<file path="src/rtl/agc_gain_controller_if.sv">
// Sample stream bundle for the AGC gain controller: input and output valid/ready channels.
// No logic; a pure signal bundle.
// Modports: slave = controller side, master = sample source / sink side.
interface agc_gain_controller_if;
    logic        in_valid;
    logic        in_ready;
    logic [15:0] in_i;
    logic [15:0] in_q;
    logic        out_valid;
    logic        out_ready;
    logic [15:0] out_i;
    logic [15:0] out_q;

    modport slave (
        input  in_valid, in_i, in_q, out_ready,
        output in_ready, out_valid, out_i, out_q
    );

    modport master (
        output in_valid, in_i, in_q, out_ready,
        input  in_ready, out_valid, out_i, out_q
    );
endinterface

</file>
<file path="src/rtl/agc_gain_controller.sv">
// AGC loop controller: scales Q8.8 samples by gain, estimates |z|, adapts gain toward target_R.
// Latency: out_valid rises 3 edges after input acceptance; 5-cycle minimum sample period.
// Backpressure: one sample in flight; out_ready=0 holds OUT indefinitely, in_ready=0 outside IDLE.
// Optional macro AGC_LOCK_DETECT_EN builds the lock counter; otherwise locked is tied to 0.
module agc_gain_controller #(
    parameter int          MU_SHIFT    = 4,
    parameter logic [15:0] GAIN_INIT   = 16'h0100,
    parameter logic [15:0] GAIN_MIN    = 16'h0010,
    parameter logic [15:0] GAIN_MAX    = 16'h4000,
    parameter logic [15:0] LOCK_THRESH = 16'h0010,
    parameter int          LOCK_COUNT  = 16
) (
    input  logic                      clk,
    input  logic                      rst,
    input  logic                      enable,
    input  logic [15:0]               target_R,
    agc_gain_controller_if.slave      ifc,
    output logic [15:0]               gain,
    output logic [15:0]               error,
    output logic                      locked
);

    typedef enum logic [2:0] {
        IDLE   = 3'd0,
        SCALE  = 3'd1,
        MAG    = 3'd2,
        UPDATE = 3'd3,
        OUT    = 3'd4
    } state_t;

    localparam int          CW       = $clog2(LOCK_COUNT + 1);
    localparam logic [CW-1:0] LOCK_MAX = CW'(LOCK_COUNT);

    state_t state, state_nxt;

    logic signed [15:0] samp_i, samp_q;
    logic [15:0]        out_i_r, out_q_r;
    logic [15:0]        mag_r;
    logic [15:0]        gain_r;
    logic [15:0]        error_r;

    // Q16.16 product -> Q8.8, saturating when bits [31:23] are not a pure sign extension.
    function automatic logic [15:0] sat_q(input logic signed [31:0] p);
        if ((p[31:23] == 9'h000) || (p[31:23] == 9'h1FF))
            return p[23:8];
        else if (p[31])
            return 16'h8000;
        else
            return 16'h7FFF;
    endfunction

    // Absolute value with the most negative code folded to the most positive.
    function automatic logic [15:0] abs16(input logic [15:0] v);
        if (v == 16'h8000)
            return 16'h7FFF;
        else if (v[15])
            return ~v + 16'd1;
        else
            return v;
    endfunction

    // Scaling: gain is always positive, so a signed multiply is exact.
    logic signed [31:0] prod_i, prod_q;
    assign prod_i = samp_i * $signed(gain_r);
    assign prod_q = samp_q * $signed(gain_r);

    // Alpha-max-beta-min magnitude of the registered scaled sample.
    logic [15:0] abs_i, abs_q, mag_max, mag_min, mag_nxt;
    logic [16:0] mag_sum;
    assign abs_i   = abs16(out_i_r);
    assign abs_q   = abs16(out_q_r);
    assign mag_max = (abs_i >= abs_q) ? abs_i : abs_q;
    assign mag_min = (abs_i >= abs_q) ? abs_q : abs_i;
    assign mag_sum = {1'b0, mag_max} + {2'b00, mag_min[15:1]};
    assign mag_nxt = (mag_sum > 17'h07FFF) ? 16'h7FFF : mag_sum[15:0];

    // Error R - |z| at 17 bits, saturated to 16.
    logic signed [16:0] err17;
    logic signed [15:0] err16;
    assign err17 = $signed({target_R[15], target_R}) - $signed({1'b0, mag_r});
    assign err16 = (err17 > 17'sh07FFF)  ? 16'sh7FFF :
                   (err17 < -17'sh08000) ? 16'sh8000 : err17[15:0];

    // Gain step and clamp at 17 bits; both operands are small enough that no wrap occurs.
    logic signed [15:0] step;
    logic signed [16:0] gain_sum;
    logic [15:0]        gain_nxt;
    assign step     = err16 >>> MU_SHIFT;
    assign gain_sum = $signed({1'b0, gain_r}) + $signed({step[15], step});
    assign gain_nxt = (gain_sum < $signed({1'b0, GAIN_MIN})) ? GAIN_MIN :
                      (gain_sum > $signed({1'b0, GAIN_MAX})) ? GAIN_MAX : gain_sum[15:0];

    // In-tolerance test for the lock detector, computed on the error being registered.
    logic [16:0] err_abs;
    logic        lock_hit;
    assign err_abs  = err16[15] ? 17'(-err17) : {1'b0, err16};
    assign lock_hit = enable && (err_abs <= {1'b0, LOCK_THRESH}) && (err16 == err17[15:0] || !err16[15]);

    // State register; reset drops any in-flight sample.
    always_ff @(posedge clk) begin
        if (rst) state <= IDLE;
        else     state <= state_nxt;
    end

    // Next-state and handshake outputs.
    always_comb begin
        state_nxt     = state;
        ifc.in_ready  = 1'b0;
        ifc.out_valid = 1'b0;
        case (state)
            IDLE: begin
                ifc.in_ready = !rst;
                if (ifc.in_valid) state_nxt = SCALE;
            end
            SCALE:  state_nxt = MAG;
            MAG:    state_nxt = UPDATE;
            UPDATE: state_nxt = OUT;
            OUT: begin
                ifc.out_valid = 1'b1;
                if (ifc.out_ready) state_nxt = IDLE;
            end
            default: state_nxt = IDLE;
        endcase
    end

    // Datapath registers, one pipeline step per FSM state.
    always_ff @(posedge clk) begin
        if (rst) begin
            samp_i  <= '0;
            samp_q  <= '0;
            out_i_r <= '0;
            out_q_r <= '0;
            mag_r   <= '0;
            error_r <= '0;
            gain_r  <= GAIN_INIT;
        end else begin
            case (state)
                IDLE: if (ifc.in_valid) begin
                    samp_i <= $signed(ifc.in_i);
                    samp_q <= $signed(ifc.in_q);
                end
                SCALE: begin
                    out_i_r <= sat_q(prod_i);
                    out_q_r <= sat_q(prod_q);
                end
                MAG: mag_r <= mag_nxt;
                UPDATE: begin
                    error_r <= err16;
                    if (enable) gain_r <= gain_nxt;
                end
                default: ;
            endcase
        end
    end

`ifdef AGC_LOCK_DETECT_EN
    logic [CW-1:0] lock_cnt;

    // Consecutive in-tolerance counter, evaluated only on UPDATE edges.
    always_ff @(posedge clk) begin
        if (rst) begin
            lock_cnt <= '0;
            locked   <= 1'b0;
        end else if (state == UPDATE) begin
            if (lock_hit) begin
                if (lock_cnt != LOCK_MAX) lock_cnt <= lock_cnt + 1'b1;
                locked <= (lock_cnt >= LOCK_MAX - 1'b1);
            end else begin
                lock_cnt <= '0;
                locked   <= 1'b0;
            end
        end
    end
`else
    logic unused_lock;
    assign unused_lock = ^{lock_hit, LOCK_MAX};
    assign locked      = 1'b0;
`endif

    assign ifc.out_i = out_i_r;
    assign ifc.out_q = out_q_r;
    assign gain      = gain_r;
    assign error     = error_r;

endmodule

</file>
<file path="src/flat_wrapper.sv">
// flat-port wrapper written by rule: the top's interface ports become plain ports
module agc_gain_controller_flat 
#(
    parameter int          MU_SHIFT    = 4,
    parameter logic [15:0] GAIN_INIT   = 16'h0100,
    parameter logic [15:0] GAIN_MIN    = 16'h0010,
    parameter logic [15:0] GAIN_MAX    = 16'h4000,
    parameter logic [15:0] LOCK_THRESH = 16'h0010,
    parameter int          LOCK_COUNT  = 16
)
  (clk, rst, enable, target_R, gain, error, locked, ifc_in_valid, ifc_in_i, ifc_in_q, ifc_out_ready, ifc_in_ready, ifc_out_valid, ifc_out_i, ifc_out_q);
  agc_gain_controller_if ifc_i ();
  input  logic clk;
  input  logic rst;
  input  logic enable;
  input  logic [15:0] target_R;
  output logic [15:0] gain;
  output logic [15:0] error;
  output logic locked;
  input wire logic [$bits(ifc_i.in_valid)-1:0] ifc_in_valid;
  input wire logic [$bits(ifc_i.in_i)-1:0] ifc_in_i;
  input wire logic [$bits(ifc_i.in_q)-1:0] ifc_in_q;
  input wire logic [$bits(ifc_i.out_ready)-1:0] ifc_out_ready;
  output wire logic [$bits(ifc_i.in_ready)-1:0] ifc_in_ready;
  output wire logic [$bits(ifc_i.out_valid)-1:0] ifc_out_valid;
  output wire logic [$bits(ifc_i.out_i)-1:0] ifc_out_i;
  output wire logic [$bits(ifc_i.out_q)-1:0] ifc_out_q;
  assign ifc_i.in_valid = ifc_in_valid;
  assign ifc_i.in_i = ifc_in_i;
  assign ifc_i.in_q = ifc_in_q;
  assign ifc_i.out_ready = ifc_out_ready;
  assign ifc_in_ready = ifc_i.in_ready;
  assign ifc_out_valid = ifc_i.out_valid;
  assign ifc_out_i = ifc_i.out_i;
  assign ifc_out_q = ifc_i.out_q;
  agc_gain_controller #(.MU_SHIFT(MU_SHIFT), .GAIN_INIT(GAIN_INIT), .GAIN_MIN(GAIN_MIN), .GAIN_MAX(GAIN_MAX), .LOCK_THRESH(LOCK_THRESH), .LOCK_COUNT(LOCK_COUNT)) u_core (.clk(clk), .rst(rst), .enable(enable), .target_R(target_R), .ifc(ifc_i), .gain(gain), .error(error), .locked(locked));
endmodule
</file>
<file path="config.mk">
export PLATFORM = sky130hd
export DESIGN_NAME = agc_gain_controller_flat
export DESIGN_NICKNAME = d
export VERILOG_FILES = /design/src/rtl/agc_gain_controller_if.sv /design/src/rtl/agc_gain_controller.sv /design/src/flat_wrapper.sv
export SDC_FILE = /design/constraint.sdc
export NUM_CORES = 2
export LEC_CHECK = 0
export CAP_MARGIN = 10
export CORE_MARGIN = 2
export CORE_UTILIZATION = 30
export CTS_CLUSTER_DIAMETER = 30
export DETAILED_ROUTE_END_ITERATION = 16
export SYNTH_ARGS = -nofsm -noshare
export SYNTH_HDL_FRONTEND = slang
export SYNTH_SLANG_ARGS = --single-unit
</file>
<file path="constraint.sdc">
create_clock -name clk -period 12.8 [get_ports clk]
set_input_delay 1.92 -clock clk [delete_from_list [all_inputs] [get_ports clk]]
set_output_delay 1.92 -clock clk [all_outputs]
set_load 0.1 [all_outputs]
</file>
Word-level counts from Yosys, hierarchy flattened
Index checks and enable logic that the tools add are counted.
W data, S select, Z words.

storage, ports and cells
  bits in registers = 115
  word-level logic and storage cells = 62

operators by class
  add/sub/neg operators = 5
  multiply operators = 2
  order comparisons = 6
  equal/unequal tests = 10
  multiplexer cells = 20
  bitwise logic cells = 2
  reduce and logical (&&, ||, !) cells = 9

operators with widths
  cell                     number
  $mux W16                 15
  $mul A16 B16 Y32         2
  $gt A17 B16 Y1 const B   2
  $add A16 B1 Y16 const B  2
  $eq A16 B16 Y1 const B   2
  $not A16 Y16             2
  $eq A9 B9 Y1 const B     2
  $logic_not A9 Y1         2
  $add A16 B15 Y17         1
  $add A17 B12 Y17         1
  $gt A17 B15 Y1 const B   1
  $lt A17 B16 Y1 const B   1
  $lt A17 B6 Y1 const B    1
  $sub A16 B17 Y17         1
  $ge A16 B16 Y1           1
  $pmux W3 S5              1
  $eq A3 B2 Y1 const B     2
  $mux W3                  2
  $reduce_and A2 Y1        3
  $ne A2 B2 Y1 const B     2
  $eq A3 B1 Y1 const B     1
  $eq A3 B3 Y1 const B     1
  $logic_not A3 Y1         1
  $logic_or A1 B1 Y1       2
  2 further kinds          3

Longest topological paths before layout
  depth after elaboration = 9
  mapped depth = 34

Worst setup path after synthesis
OpenSTA, ideal clock, no wires.

  kind = reg2reg
  start point = reg u_core.gain_r[15], in the netlist u_core.gain[15]
  end point = reg u_core.out_q_r[6], in the netlist u_core.ifc.out_q[6]
  library setup time = 0.120 ns
  arrival time = 7.496 ns
  path slack = 5.185 ns
  stages on the path, launching flop included = 26
  path buffers = 1
  cell sequence = dfxtp_1 > clkinv_1 > nor2_1 > fa_1 > inv_1 > fa_1 > fa_1 > inv_1 > fa_1 > inv_1 > fa_1 > inv_1 > fa_1 > ha_1 > a21oi_1 > nor2b_1 > o21a_1 > a311oi_1 > o221ai_1 > or3_1 > nand2_1 > nand4b_1 > or4_1 > and2_4 > buf_6 > o31a_1

between the ends
  word-level cells in the longest chain between the ends = 4
  elaborated cells on any way between the ends = 6
  classes of those cells = mul: 1; eq/ne: 1; mux: 2; reduce/logical: 2

ends and longest elaborated chain
  element                                           line                        text
  from (decl)                                       agc_gain_controller.sv:39   logic [15:0] gain_r;
  from (signal assigned)                            agc_gain_controller.sv:149  if (enable) gain_r <= gain_nxt;
  $mul A16 B16 Y32 (*)                              agc_gain_controller.sv:65   assign prod_q = samp_q * $signed(gain_r);
  $eq A9 B9 Y1 or $logic_not A9 Y1 (tied branches)  agc_gain_controller.sv:44   if ((p[31:23] == 9'h000) || (p[31:23] == 9'h1FF))
  $logic_or A1 B1 Y1                                agc_gain_controller.sv:44
  $mux W16 (*)                                      agc_gain_controller.sv:44
  to (signal assigned)                              agc_gain_controller.sv:144  out_q_r <= sat_q(prod_q);
  to (decl)                                         agc_gain_controller.sv:37   logic [15:0] out_i_r, out_q_r;

Mark *: on every way between the ends. The rest lies on a longest branch, timed or not.
A chain may end at the register's enable or synchronous reset.

Worst setup path in the final report
  start point = in target_R[0]
  end point = reg u_core.gain_r[3], in the netlist u_core.gain[3]

between the ends
  word-level cells in the longest chain between the ends = 8
  elaborated cells on any way between the ends = 10
  classes of those cells = add/sub: 2; order compare: 4; mux: 4

ends and longest elaborated chain
  element               line                       text
  from (decl)           flat_wrapper.sv:16         input logic [15:0] target_R;
  $sub A16 B17 Y17 (*)  agc_gain_controller.sv:80  assign err17 = $signed({target_R[15], target_R}) - $signed({1'b0, mag_r});
  $lt A17 B16 Y1        agc_gain_controller.sv:82  (err17 < -17'sh08000) ? 16'sh8000 : err17[15:0];
  $mux W16              agc_gain_controller.sv:82
  $mux W16 (*)          agc_gain_controller.sv:81  assign err16 = (err17 > 17'sh07FFF) ? 16'sh7FFF :
  via u_core.err16[15]  agc_gain_controller.sv:79  logic signed [15:0] err16;
  $add A17 B12 Y17 (*)  agc_gain_controller.sv:89  assign gain_sum = $signed({1'b0, gain_r}) + $signed({step[15], step});
  $gt A17 B16 Y1        agc_gain_controller.sv:91  (gain_sum > $signed({1'b0, GAIN_MAX})) ? GAIN_MAX : gain_sum[15:0];
  $mux W16              agc_gain_controller.sv:91
  $mux W16 (*)          agc_gain_controller.sv:90  assign gain_nxt = (gain_sum < $signed({1'b0, GAIN_MIN})) ? GAIN_MIN :

Mark *: on every way through the listed nets, which the timed path passes. The rest lies on a longest branch.

==> summary.md <==
| Metric | Value |
|---|---|
| Synth Flop Type | dfxtp_1 |
| Total gr overflow | 0 |
| Core Rows | 110 |
| Layout area overhead | 10.86% |
| HP Class | reg2reg |
| Drc violations | 0 |
| Crit path DAT | around 8.6 ns |
| H-tree levels | 4 |
| Fin. Hold Viols | 0 |
| Global-route wire length before repair | ~120 mm |
| Post-synthesis net count | 4015 |
| Placed cell count | roughly 4.4k |
| Setup TNS | 0 ns |
| Static Leak | around 0.013 µW |
| Post_cts resized | 0 |
| Hold bufs inserted after CTS | 0 |
| RSZ-0062 raised after global routing | false |
| Worst-Skew Late Latency | 0.46 ns |
| Wirelength per Cell | roughly 16 µm |
| TritonCTS clock tree | yes |
| Tcrit/Tclk final | between 60% and 70% |
| Vias in the first global route | between 20k and 25k |
| Max clock buf depth | 2 |
| Non-filler instance count after layout | roughly 4.4k |
| Mapped Avg Cell Area | between 8 and 9 µm² |
| Minimum clock period | around 8 ns |
| Core area | 0.09015 mm² |
| Final GP Congestion | ~0.85 |
| Worst-path clk slew | ~0.070 ns |
| Initial Util | between 30% and 40% |
| Worst Skew | about 0.018 ns |
| Placed cell area | about 0.030 mm² |
| Status | complete, no violations |
| Slowest CP cell | or4_1 |
| Commonest cells after routing, fill and taps aside | inv_1 (652), fa_1 (525), nand2_1 (443) |
| Synth Warn # | 0 |
| Worst setup EP type | register |
| Post-Route WL | 71.79 mm |
| CP max stage delay | between 0.5 and 0.6 ns |
| Starting DRT DRC Count | ~1.1k |
| Slew headroom | a little under a quarter |
| DR vias/cell | approximately 4.8 |
| Critical path type | in2reg |
| Fmax achieved | 122.2 MHz |
| Initial antenna violation count | 0 |
| Syn Inst Count | 3214 |
| Power density over the cells | 68.96 mW/mm² |
| Largest net degree at the start of global routing | between 60 and 70 |
| DR vias | around 21k |
| Max Slew Vio Count | 0 |
| Number of post-CTS setup repair buffers | 0 |
| R2R Setup Slk | around 4.9 ns |
| Nets | 4047 |
| Post-synth cell types | 83 |
| Clock sinks | approximately 120 |
| Peak VDD IR | approximately 90 µV |
| Final setup viols | 0 |
| Antenna cells | 0 |
| Required @ worst endpoint | ~13 ns |
| Worst setup SP type | input pin |
| CTS buffer count | 17 |
| Root Buffer | clkbuf_16 |
| Total GRT Usage | 16.01% |
| Layout cells sized above 1 | around 2.8% |
| Worst-path maximum fanout | 12 |
| Sequential area share after synthesis | around 8.4% |
| Pre-antenna DRT Iters | 6 |
| Post-synth EDFFs | 0 |
| Maxcap violations | 0 |
| Number of synthesized register bits | 115 |
| Die width | between 300 and 400 µm |
| Fill count | ~9.4k |
| Ports | 120 |
| Die span in y | 305.9 µm |
| PnR Total Power | about 2100 µW |
| Hpwl dp | approximately 57 mm |
| Die Area | 0.09358 mm² |
| Routed Antenna Nets | 0 |
| Post-synth ARST share | 0% |
| Worst-Margin Slew | between 1 and 1.5 ns |
| Post-route cell area | between 0.03 and 0.04 mm² |
| Buffers on Ports | roughly 120 |
| Netlist Area Pre-Place | ~0.027 mm² |
| Most common cell after layout, fill and taps aside | inv_1 |
cells in the mapped netlist (18+ instances only):
cell type | number | area, µm²
inv_1 | 652 | 2447
fa_1 | 525 | 10510
nand2_1 | 443 | 1663
ha_1 | 223 | 2790
and2_1 | 207 | 1295
nor2_1 | 163 | 611.8
a21oi_1 | 132 | 660.6
clkbuf_1 | 126 | 473.0
dfxtp_1 | 115 | 2302
xnor2_1 | 72 | 630.6
o21ai_0 | 68 | 340.3
a211oi_1 | 43 | 322.8
nand2b_1 | 42 | 262.8
xor2_1 | 42 | 367.9
a21o_1 | 41 | 307.8
nor3_1 | 33 | 165.2
nand3_1 | 22 | 110.1
nor2b_1 | 18 | 112.6
per-layer routing:
metal  share of wire (%)  up-vias  GRT usage, %
met2                  49      435         27.56
met5                   0        -             0
met3                 3.6       76         1.452
met1                  46    10670         21.78
li1                    -    10010             -
met4                 1.8        0         3.551
stage by stage:
step	utilization [%]	setup WS [ns]	hold slack [ns]
5_1_grt	33.63	4.007	0.4810
3_3_place_gp	32.95	4.287	0.4399
3_5_place_dp	32.95	4.205	0.4411
6_report	33.63	4.618	0.4520
2_1_floorplan	-	5.185	0.4279
4_1_cts	33.63	4.691	0.4541
area by class of cell:
class	count	area, µm²	share of cell area (%)
multi-input cells	2314	22100	72.92
inverters	654	2455	8.098
repair buffers	144	1374	4.532
flip-flops and latches	115	2302	7.595
well taps	1176	1471	4.854
clock inverters	15	182.7	0.6026
clock buffers	17	425.4	1.403
worst paths after layout:
check	startpoint	to	cells after the start
worst max-delay path	target_R[0]	u_core.gain[3]	27
worst max register to register	u_core.samp_i[10]	u_core.ifc.out_i[4]	24
worst min register to register	u_core.gain[15]	u_core.gain[15]	2
worst min-delay path	u_core.gain[15]	u_core.gain[15]	2
worst max-delay path, delay by kind of cell:
kind,cells,cell delay [ns]
simple gates,6,1.80
fa+ha+maj,3,0.89
buf+inv,4,0.86
compound gates,14,3.14
registers in the layout, indices dropped and copies added, names as in the netlist:
name	count
u_core.error	16
u_core.gain	16
u_core.ifc.out_i	16
u_core.ifc.out_q	16
u_core.mag_r	16
u_core.samp_i	16
u_core.samp_q	16
u_core.state	3
logic make-up after synthesis:
logic type	count (synthesis)	share of synthesized area, %
AOI/OAI and AO/OA	430	10.40
xor gates and xnor gates	114	3.651
adders and majority gates	756	48.93
buffers and inverters	785	10.83
DFF	115	8.420
muxes	9	0.3340
other	1	0.01371
and+or+nand+nor	1004	17.42
power by group:
| part | internal (µW) | total [µW] | switching [µW] |
|---|---|---|---|
| logic | 413 | 1100 | 683 |
| clock network | 296 | 518 | 223 |
| registers | 389 | 476 | 86.7 |
| total | 1100 | 2090 | 992 |
No activity file was read; power rests on OpenSTA's default activity.
